`config.mk`:
```
export PLATFORM = sky130hd
export DESIGN_NAME = dff_pipe
export DESIGN_NICKNAME = d
export VERILOG_FILES = /design/src/rtl/dff_pipe_pkg.sv /design/src/rtl/dff_pipe_stage.sv /design/src/rtl/dff_pipe.sv
export SDC_FILE = /design/constraint.sdc
export NUM_CORES = 1
export LEC_CHECK = 0
export ABC_AREA = 1
export BUFFER_PORTS_ARGS = -buffer_cell sky130_fd_sc_hd__buf_2
export CAP_MARGIN = 20
export CORE_AREA = 2 2 39 41
export CTS_CLUSTER_DIAMETER = 30
export DETAILED_ROUTE_END_ITERATION = 7
export DIE_AREA = 0 0 41 43
export SETUP_SLACK_MARGIN = 0.2
export SYNTH_ARGS = -nofsm -noshare
export SYNTH_HDL_FRONTEND = slang
export SYNTH_SLANG_ARGS = --single-unit
```
`constraint.sdc`:
```
create_clock -name clk -period 1.9 [get_ports clk]
set_clock_uncertainty 0.15 [all_clocks]
set_input_delay 0.38 -clock clk [delete_from_list [all_inputs] [get_ports clk]]
set_output_delay 0.38 -clock clk [all_outputs]
set_load 0.005 [all_outputs]
```
`src/rtl/dff_pipe_pkg.sv`:
```
// Shared types and helpers for the dff_pipe elastic pipeline register.
// Optional synchronous flush is enabled by defining DFF_PIPE_FLUSH_EN.
package dff_pipe_pkg;

  localparam int DFF_PIPE_MAX_DEPTH = 16;

  // Payload width of the router flit carried by flit_stage_t.
  localparam int FLIT_W = 32;

  typedef struct packed {
    logic              valid;
    logic [FLIT_W-1:0] data;
  } flit_stage_t;

  function automatic int cnt_w(input int depth);
    return $clog2(depth + 1);
  endfunction

endpackage

```
`src/rtl/dff_pipe_stage.sv`:
```
// One valid+data register of the elastic pipe. Data only moves when a real
// beat arrives, so bubbles never toggle the payload flops.
module dff_pipe_stage
  import dff_pipe_pkg::*;
#(
  parameter int               WIDTH     = 1,
  parameter logic [WIDTH-1:0] RESET_VAL = '0
) (
  input  logic             clk,
  input  logic             reset,
  input  logic             clear,
  input  logic             load,
  input  logic             valid_d,
  input  logic [WIDTH-1:0] data_d,
  output logic             valid_q,
  output logic [WIDTH-1:0] data_q
);

  always_ff @(posedge clk or posedge reset) begin
    if (reset) begin
      valid_q <= 1'b0;
    end else if (clear) begin
      valid_q <= 1'b0;
    end else if (load) begin
      valid_q <= valid_d;
    end
  end

  // Clear drops the beat but leaves the payload where it is.
  always_ff @(posedge clk or posedge reset) begin
    if (reset) begin
      data_q <= RESET_VAL;
    end else if (load && valid_d && !clear) begin
      data_q <= data_d;
    end
  end

endmodule

```
`src/rtl/dff_pipe.sv`:
```
// Elastic DEPTH-stage pipeline register with bubble-collapsing ready chain
// and registered occupancy. Define DFF_PIPE_FLUSH_EN to add the flush port.
module dff_pipe
  import dff_pipe_pkg::*;
#(
  parameter int               WIDTH     = 1,
  parameter int               DEPTH     = 2,
  parameter logic [WIDTH-1:0] RESET_VAL = '0
) (
  input  logic                      clk,
  input  logic                      reset,
  input  logic                      in_valid,
  output logic                      in_ready,
  input  logic [WIDTH-1:0]          in_data,
  output logic                      out_valid,
  input  logic                      out_ready,
`ifdef DFF_PIPE_FLUSH_EN
  input  logic                      flush,
`endif
  output logic [WIDTH-1:0]          out_data,
  output logic [cnt_w(DEPTH)-1:0]   occupancy
);

  localparam int               OW      = cnt_w(DEPTH);
  localparam logic [OW-1:0]    OCC_ONE = OW'(1);

  if (DEPTH < 1 || DEPTH > DFF_PIPE_MAX_DEPTH) begin : g_bad_depth
    $error("dff_pipe: DEPTH out of range");
  end
  if (WIDTH < 1) begin : g_bad_width
    $error("dff_pipe: WIDTH must be at least 1");
  end

  logic [DEPTH-1:0] v;
  logic [WIDTH-1:0] d [DEPTH];
  logic [DEPTH:0]   rdy;
  logic             flush_i;
  logic             in_fire;
  logic             out_fire;
  logic [OW-1:0]    occ;

`ifdef DFF_PIPE_FLUSH_EN
  assign flush_i = flush;
`else
  assign flush_i = 1'b0;
`endif

  // Handshake: a beat transfers on a rising edge where valid and ready are
  // both high; valid never waits on ready, and ready may depend on valid
  // further down the chain (out_ready ripples back to in_ready).
  assign rdy[DEPTH] = out_ready;

  for (genvar i = 0; i < DEPTH; i++) begin : g_stage
    logic             vin;
    logic [WIDTH-1:0] din;

    if (i == 0) begin : g_head
      assign vin = in_valid;
      assign din = in_data;
    end else begin : g_body
      assign vin = v[i-1];
      assign din = d[i-1];
    end

    assign rdy[i] = ~v[i] | rdy[i+1];

    dff_pipe_stage #(
      .WIDTH     (WIDTH),
      .RESET_VAL (RESET_VAL)
    ) u_stage (
      .clk     (clk),
      .reset   (reset),
      .clear   (flush_i),
      .load    (rdy[i]),
      .valid_d (vin),
      .data_d  (din),
      .valid_q (v[i]),
      .data_q  (d[i])
    );
  end

  assign in_ready  = rdy[0] & ~flush_i;
  assign out_valid = v[DEPTH-1];
  assign out_data  = d[DEPTH-1];
  assign in_fire   = in_valid & in_ready;
  assign out_fire  = out_valid & out_ready;

  always_ff @(posedge clk or posedge reset) begin
    if (reset) begin
      occ <= '0;
    end else if (flush_i) begin
      occ <= '0;
    end else begin
      case ({in_fire, out_fire})
        2'b10:   occ <= occ + OCC_ONE;
        2'b01:   occ <= occ - OCC_ONE;
        default: occ <= occ;
      endcase
    end
  end

  assign occupancy = occ;

endmodule

```
# Yosys cells after proc, flatten, opt, wreduce, memory -nomap -nowiden
# Cells that the tools add are included.
[classes]
n_addsub = 2
eq_ne = 2
mux = 1
bitwise = 6
n_reduce_logical = 3
[op_table]
columns = ["op", "count"]
rows = [
  ["case mux 2 bit (2 select lines)", 1],
  ["adder 2 x 1 -> 2 bit, second input constant", 1],
  ["bitwise AND 1 bit", 2],
  ["== test 2 x 1 -> 1 bit, second input constant", 1],
  ["== test 2 bit, second input constant", 1],
  ["logical AND 1 bit", 2],
  ["NOT 1 bit", 2],
  ["OR 1 bit", 2],
  ["nonzero test 2 bit", 1],
  ["subtractor 2 x 1 -> 2 bit, second input constant", 1],
]
[word_totals]
ff_bits = 6
in_bits = 5
output_inout_bits = 5
wordCells = 19

# Longest topological paths before layout
# Gate-level depths: netlist (run 1).
[logic_depth]
depth_word = 6
depth_mapped = 9
depth_no_buf = 9

# By module
# A second synthesis (run 1) with hierarchy kept.
[hier_totals]
hier_cells = 44
area_unflattened_um2 = 336.6
[modules_own_cells]
columns = ["mod", "n_inst", "cells_each", "area_each_um2", "seq_area_each_um2"]
rows = [
  ["dff_pipe_stage", 2, 11, 92.6, 50.0],
  ["dff_pipe", 1, 22, 151.4, 50.0],
]

# Worst setup path after synthesis (run 1)
# No wires, ideal clock.
[synth_path]
path_kind = "reg2reg"
startpoint = "register g_stage[1].u_stage.valid_q"
endpoint = "register occ[1] (netlist: occupancy[1])"
setup_ps = 117
t_arrival_ps = 1121
required_ps = 1633
setup_slack_ps = 512
path_stages_with_launch = 8
path_buffers = 0
period_less_slack_ps = 1388
path_cell_list = "dfrtp_1 -> nand3_4 -> nand2_4 -> ha_1 -> inv_1 -> nand3_1 -> nand2_1 -> nand2_1"
[synth_via]
elab_chain_len = 6
elab_cells_between_ends = 9
classes_between = "eq/ne: 2; mux: 1; bitwise: 5; reduce/logical: 1"
[synth_rtl]
columns = ["item", "line_no", "source"]
rows = [
  ["from (decl)", "dff_pipe_stage.sv:15", "output logic valid_q,"],
  ["from (signal assigned)", "dff_pipe_stage.sv:25", "valid_q <= valid_d;"],
  ["NOT 1 bit (*)", "dff_pipe.sv:65", "assign rdy[i] = ~v[i] | rdy[i+1];"],
  ["OR 1 bit (*) (2 in series)", "dff_pipe.sv:65", ""],
  ["named net in_ready", "dff_pipe.sv:13", "output logic in_ready,"],
  ["bitwise AND 1 bit (*)", "dff_pipe.sv:85", "assign in_fire = in_valid & in_ready;"],
  ["== test 2 x 1 -> 1 bit or == test 2 bit (tied branches)", "dff_pipe.sv:94", "case ({in_fire, out_fire})"],
  ["case mux 2 bit (2 select lines) or nonzero test 2 bit (tied branches)", "n/a", ""],
  ["to (signal assigned)", "dff_pipe.sv:95", "2'b10: occ <= occ + OCC_ONE;"],
  ["to (signal assigned)", "dff_pipe.sv:96", "2'b01: occ <= occ - OCC_ONE;"],
  ["to (decl)", "dff_pipe.sv:40", "logic [OW-1:0] occ;"],
]
# Mark *: on every way through the listed nets, which the timed path passes. The rest lies on a longest branch.
# A chain may end at the register's enable or synchronous reset.

# Final worst setup path (run 1)
[layout_path]
startpoint = "register g_stage[1].u_stage.valid_q"
endpoint = "output port in_ready"
[layout_via]
elab_chain_len = 3
[layout_rtl]
columns = ["item", "line_no"]
rows = [
  ["NOT 1 bit", "dff_pipe.sv:65"],
  ["OR 1 bit (2 in series)", "dff_pipe.sv:65"],
  ["to (decl)", "dff_pipe.sv:13"],
]
# No other way between the ends.

==> results of run 1 <==
[stage by stage]
step / std cells / instance area [µm²] / worst slack [ps]
global route: 63 / 399 / 388
floorplan: 34 / 302 / 512
finish: 63 / 399 / 459
CTS: 63 / 399 / 441
detailed placement: 59 / 367 / 360
global placement: 59 / 367 / 381
[state kept, by name, summed over array words and instances, names as in the netlist]
name / cells
g_stage.u_stage.data_q: 2
g_stage.u_stage.valid_q: 2
occupancy: 2
[timing repair]
| item | CTS | global route |
|---|---|---|
| hold buffers | 1 | 0 |
| resized for setup | 0 | 0 |
| endpoints found under the hold margin | 6 | 0 |
[cell type report]
type,instances,area [µm²]
Clock buffer,3,22.5
Fill cell,148,985
Inverter,7,26.3
Multi-Input combinational cell,21,125
Sequential cell,6,150
Tap cell,16,20.0
Timing Repair Buffer,10,55.1
[worst register-to-register path, cell delays in order, from the launching register on]
cell,delay [ps]
dfrtp_1,420
nand3_4,120
nand2_4,60
ha_1,320
inv_1,80
nand3_1,70
nand2_1,60
nand2_1,40
[synthesized netlist by cell type (all sizes together)]
cell,n
nand2,14
dfrtp,6
nand3,4
xnor2,1
inv,7
ha,1
nand4,1
[cells by family (layout without fill, tap and decap cells)]
kind of cell / Yosys count / after routing / share of synthesized area
DFF: 6 / 6 / 0.498
xor gates and xnor gates: 1 / 1 / 0.0291
and+or+nand+nor: 19 / 19 / 0.344
buffers and inverters: 7 / 20 / 0.0871
adders and majority gates: 1 / 1 / 0.0415
[layer usage]
layer / global-route usage / vias up / wire (µm)
met3: 0.0942 / 0 / 66
met1: 0.0912 / 107 / 238
met2: 0.0656 / 12 / 181
li1: - / 129 / -
met4: 0.0200 / 0 / 0
met5: 0 / - / 0
[final timing paths]
| check | slack (ps) | to | depth (start not counted) | from |
|---|---|---|---|---|
| min reg2reg | 310 | g_stage[1].u_stage.data_q | 2 | g_stage[1].u_stage.data_q |
| max reg2reg | 470 | occupancy[1] | 7 | g_stage[1].u_stage.valid_q |
| min in group asynchronous | 440 | occupancy[1] | 3 | reset |
| min | 230 | g_stage[0].u_stage.data_q | 3 | in_data |
| max | 460 | in_ready | 2 | g_stage[1].u_stage.valid_q |
| max in group asynchronous | 970 | occupancy[0] | 3 | reset |
[power by group through the flow]
| stage | clock network, mW | logic (mW) | registers [mW] |
|---|---|---|---|
| after floorplan | 0 | 0.0825 | 0.206 |
| after global placement | 0 | 0.133 | 0.204 |
| after detailed placement | 0 | 0.138 | 0.205 |
| after CTS | 0.124 | 0.140 | 0.204 |
| after global routing | 0.136 | 0.158 | 0.207 |
| final | 0.115 | 0.137 | 0.203 |
==> metrics.md, run 1 <==
| Metric | Value |
|---|---|
| CP arrival | 910 ps |
| Gr ovfl total | 0 |
| Area contributors post-synth | dfrtp_1 (50%), nand2_1 (14%), inv_1 (7.5%), nand3_4 (5.8%), nand3_1 (5.0%) |
| Iteration-0 DRC count of the detailed router | 4 |
| P&R area growth vs syn | 32.4% |
| Post-route DRC | 0 |
| PD cells | 1140 nW/µm² |
| Clk sinks | 6 |
| Buf+Inv Stages, Crit Path | 1 |
| Die width | roughly 40 µm |
| H-tree depth | 1 |
| First-pass GRT wire length | 724 µm |
| DR vias/cell | between 3 and 4 |
| Layout cells sized above 1 | 0.362 |
| CP max stage delay | around 410 ps |
| Clock tree from TritonCTS | done |
| Yosys reg bits | 6 |
| Slowest CP cell | dfrtp_1 |
| Pre-antenna DRT Iters | 4 |
| Switching part of the total power | 0.327 |
| Total number of vias | between 200 and 250 |
| Commonest cells after routing, fill and taps aside | nand2_1 (11), buf_2 (9), inv_1 (6), dfrtp_1 (6) |
| Core area | 1380 µm² |
| VDD IR max | ~0.00026 V |
| Antenna cells | 0 |
| Largest net degree at the start of global routing | 7 |
| Post-CTS Setup Inserts | 0 |
| Critical Path, Cell by Cell | nand3_4 -> buf_2 |
| Setup TNS | 0 ps |
| # rows | 14 |
| Tot GR Track Use | 0.0706 |
| Max-cap violations | 0 |
| Endpoints failing setup | 0 |
| Post-Syn Area | a little over 300 µm² |
| Mapped Cells | 34 |
| WS Path Type | reg -> out |
| WL final | between 400 and 500 µm |
| Nets | between 50 and 60 |
| Syn_nets | 40 |
| Final Core Density | 0.288 |
| Remaining antenna violation count | 0 |
| Run status | completed |
| Clock Power Share | 0.253 |
| WHS | between 200 and 250 ps |
| RSZ-0062 raised after global routing | false |
| CP Launch Type | flop |
| Fmax | 694 MHz |
| Leak | 0.225 nW |
| Crit-path leading delay family | flip-flops |
| Fin. Hold Viols | 0 |
| CP max FO | 4 |
| Placer Congestion | between 0.6 and 0.7 |
| Hold crit path type | in -> reg |
| Worst Setup End Kind | output pin |
| Root Driver | clkbuf_4 |
| Switching power total | around 150 µW |
| Worst-Skew Late Latency | between 200 and 250 ps |
| Number of global-route vias before repair | about 180 |
| Buffers on Ports | 9 |
| Post-synth top area share | 0.498 |
| Max Root-Sink Buffers | 2 |
| Clock transition at path regs | roughly 40 ps |
| Die area | 1760 µm² |
| IO Count | 10 |
| Worst EP required | 1370 ps |
| Pint | a little over 300 µW |
| Initial core utilization | 0.218 |
| Most common cell after layout, fill and taps aside | nand2_1 |
| Distinct cells, synth | 11 |
| Avg Cell Area, Syn | about 9 µm² |
| WL/cell | just under 8 µm |
| Fin. max-slew vios | 0 |
| Final worst-path cycle share | 0.759 |
| Die Y | roughly 43 µm |
| Ys Warns | 0 |
| Sequential fraction of the synthesis area | 0.498 |
| Flop pwr share | 0.446 |
| Synth area leader | dfrtp_1 |
| Total CTS buffers | 3 |
| Comb pwr share | 0.301 |
| Fin crit period | 1440 ps |
| Initial antenna violation count | 0 |
| Power Total | ~460 µW |
| Slew headroom | 0.844 |
| Worst-margin pin slew | between 200 and 250 ps |
Note: power is estimated with default switching activity, not from simulation.
==> run 2: changes to the inputs <==
Settings changed: ABC_AREA 1 to 0.
Clock period 1.9 ns to 1.4 ns, I/O delays scaled along.
==> metrics.md, run 2 <==
| Metric | Value |
|---|---|
| Met2 usage | 0.116 (+0.0500) |
| Worst EP required | 1370 ps (about the same) |
| GR met1 Demand/Resource | 0.0742 (-0.0170) |
| Leak | 0.253 nW (+13%) |
| Avg Cell Area, Syn | 13.6 µm² (+54%) |
| Post-synth EDFFs | 0 (unchanged) |
| Remaining antenna violation count | 0 (unchanged) |
| Largest net degree at the start of global routing | 7 (unchanged) |
| Core area | 1380 µm² (unchanged) |
| Initial antenna violation count | 0 (unchanged) |
| GR peak layer | met2 |
| Gr ovfl total | 0 (unchanged) |
| Post-route DRC | 0 (unchanged) |
| CP max FO | 3 (-1) |
| Most common cell after layout, fill and taps aside | buf_2 |
| Max-cap violations | 0 (unchanged) |
| Hold crit path type | in -> reg |
| Die Y | 43 µm (unchanged) |
| Synth area leader | dfrtp_1 |
| WL final | 580 µm (+19%) |
| Commonest cells post-synth | dfrtp_1 (6), or2b_1 (2), xnor2_1 (2) |
| DR vias/cell | 3.82 (-2.8%) |
| P&R area growth vs syn | 72.5% |
| CP Launch Type | flop |
| Yosys reg bits | 6 (unchanged) |
| Post-Syn Area | 287 µm² (-5.0%) |
| Die width | 41 µm (unchanged) |
| Placer Congestion | 0.542 (-12%) |
| Max Root-Sink Buffers | 2 (unchanged) |
| VDD IR max | 0.000275 V (+5.8%) |
| Mapped Cells | 21 (-38%) |
| M3 GR Usage | 0 (-0.0942) |
| Post-synth top area share | 0.524 (+0.0261) |
| H-tree depth | 1 (unchanged) |
| PD cells | 1430 nW/µm² (+25%) |
| Clock tree from TritonCTS | done |
| Nets | 49 (-11%) |
| Worst-Skew Late Latency | 240 ps (about the same) |
| Fin. Hold Viols | 0 (unchanged) |
| Antenna cells | 0 (unchanged) |
| Layout cells sized above 1 | 0.732 (+0.370) |
| Filler instances | 135 (-8.8%) |
| CP max stage delay | 430 ps (+20 ps) |
| Count leader, synth | dfrtp_1 |
| Run status | completed |
| Area contributors post-synth | dfrtp_1 (52%), nand3b_4 (7.0%), xnor2_1 (6.1%), mux2_4 (5.2%), or2b_1 (5.2%) |
| Fin. max-slew vios | 0 (unchanged) |
| Slew headroom | 0.850 (+0.00658) |
| Tot GR Track Use | 0.0724 (+0.00180) |
| Fin crit period | about 1400 ps |
| Dpl cells | 47 (-20%) |
| Pre-antenna DRT Iters | 2 (-2) |
| WL/cell | 10.2 µm (+32%) |
| Buffers on Ports | 9 (unchanged) |
| Iteration-0 DRC count of the detailed router | 6 (+2) |
| Final Core Density | 0.357 (+0.0687) |
| Commonest cells after routing, fill and taps aside | buf_2 (8), dfrtp_1 (5), buf_4 (5) |
| IO Count | 10 (unchanged) |
| Clock transition at path regs | 40 ps (about the same) |
| Final worst-path cycle share | 0.990 |
| WS Path Type | reg -> reg |
| Number of global-route vias before repair | 248 (+36%) |
| Ys async rst share | 1.00 (unchanged) |
| Worst Setup End Kind | flop |
| Worst-margin pin slew | 224 ps (-9.86 ps) |
| Finished Layout Cells | 57 (-9.5%) |
| Setup TNS | 0 ps (unchanged) |
| Placed inst area | 373 µm² (+1.7%) |
| Slowest CP cell | dfrtp_2 |
| RSZ-0062 raised after global routing | true |
| Clk sinks | 6 (unchanged) |
| Fmax | 721 MHz |
| Die area | 1760 µm² (unchanged) |
| Synth Flop Type | dfrtp_1 |
| Sequential fraction of the synthesis area | 0.524 (+0.0261) |
| Initial core utilization | 0.207 (-0.0108) |
| Distinct cells, synth | 14 (+3) |
| Total CTS buffers | 3 (unchanged) |
| # rows | 14 (unchanged) |
| Ys Warns | 0 (unchanged) |
| Root Driver | clkbuf_4 |
| Cell area after layout | 494 µm² (+24%) |
| Critical Path, Cell by Cell | nand3b_4 -> nand2_4 -> buf_4 -> buf_6 -> mux2_4 |
| CP arrival | 1360 ps (+450 ps) |
| Endpoints failing setup | 0 (unchanged) |
| Total number of vias | 218 (-12%) |
| First-pass GRT wire length | 855 µm (+18%) |
| Syn_nets | 27 (-33%) |
run 2: cell types whose count changed after synthesis, moves of 2 or more:
cell | previous run | this run
nand2_1 | 11 | 1
inv_1 | 6 | 1
nand3_1 | 3 | 0
nand2_2 | 2 | 0
or2b_1 | 0 | 2
run 2: stage by stage:
stage / hold slack (ps) / total power, mW / setup WS [ps]
after floorplan: -79.0 / 0.359 / 49.1
after global placement: 45.7 / 0.420 / 30.1
after detailed placement: 53.2 / 0.426 / -5.58
after CTS: 125 / 0.648 / 13.4
after global routing: 135 / 0.748 / -34.8
final: 127 / 0.707 / 13.3
run 2: worst paths after layout:
| kind | from | end | slack [ps] | depth (start not counted) |
|---|---|---|---|---|
| setup / recovery | g_stage[1].u_stage.valid_q | g_stage[0].u_stage.data_q | 10 | 5 |
| hold / removal | in_data | g_stage[0].u_stage.data_q | 130 | 2 |
| setup reg to reg | g_stage[1].u_stage.valid_q | g_stage[0].u_stage.data_q | 10 | 5 |
| hold reg to reg | g_stage[1].u_stage.data_q | g_stage[1].u_stage.data_q | 350 | 1 |
| max in group asynchronous | reset | g_stage[1].u_stage.valid_q | 530 | 3 |
| min in group asynchronous | reset | occupancy[1] | 360 | 3 |
run 2: cells by family (layout without fill, tap and decap cells):
family | Yosys count | in the layout | synth area share
simple gates | 8 | 8 | 0.236
flops | 6 | 6 | 0.524
mux | 2 | 2 | 0.0917
xor+xnor | 3 | 3 | 0.0917
buf+inv | 1 | 21 | 0.0131
fa+ha+maj | 1 | 1 | 0.0437
run 2: per-layer routing:
layer	wire [µm]	vias to the layer above
met4	0	0
met2	364	2
met1	209	108
met5	0	-
met3	6	0
li1	-	108
run 2: report_power, final:
group          total, mW  internal (mW)  switching [mW]
combinational      0.303          0.197           0.106
sequential         0.251          0.222          0.0282
clock              0.153         0.0965          0.0562
total              0.707          0.516           0.190
run 2: cell type report:
cell class	count	area [µm²]	area share
inverters	1	3.75	0.00759
multi-input cells	14	175	0.354
repair buffers	17	121	0.246
clock buffers	3	22.5	0.0456
well taps	16	20.0	0.0405
flip-flops and latches	6	151	0.306
run 2: worst max-delay path: cells and delay by family (launching register included):
kind | cells | cell delay (ps)
simple gates | 2 | 170
mux | 1 | 280
flops | 1 | 430
buf+inv | 2 | 240
run 2: timing repair:
item / 4_1_cts / 5_1_grt
hold buffers: 1 / 0
hold endpoints to repair: 6 / 0
setup buffers: 3 / 3
resized for setup: 1 / 8
pin swaps: 5 / 1
endpoints found under the setup margin: 5 / 7
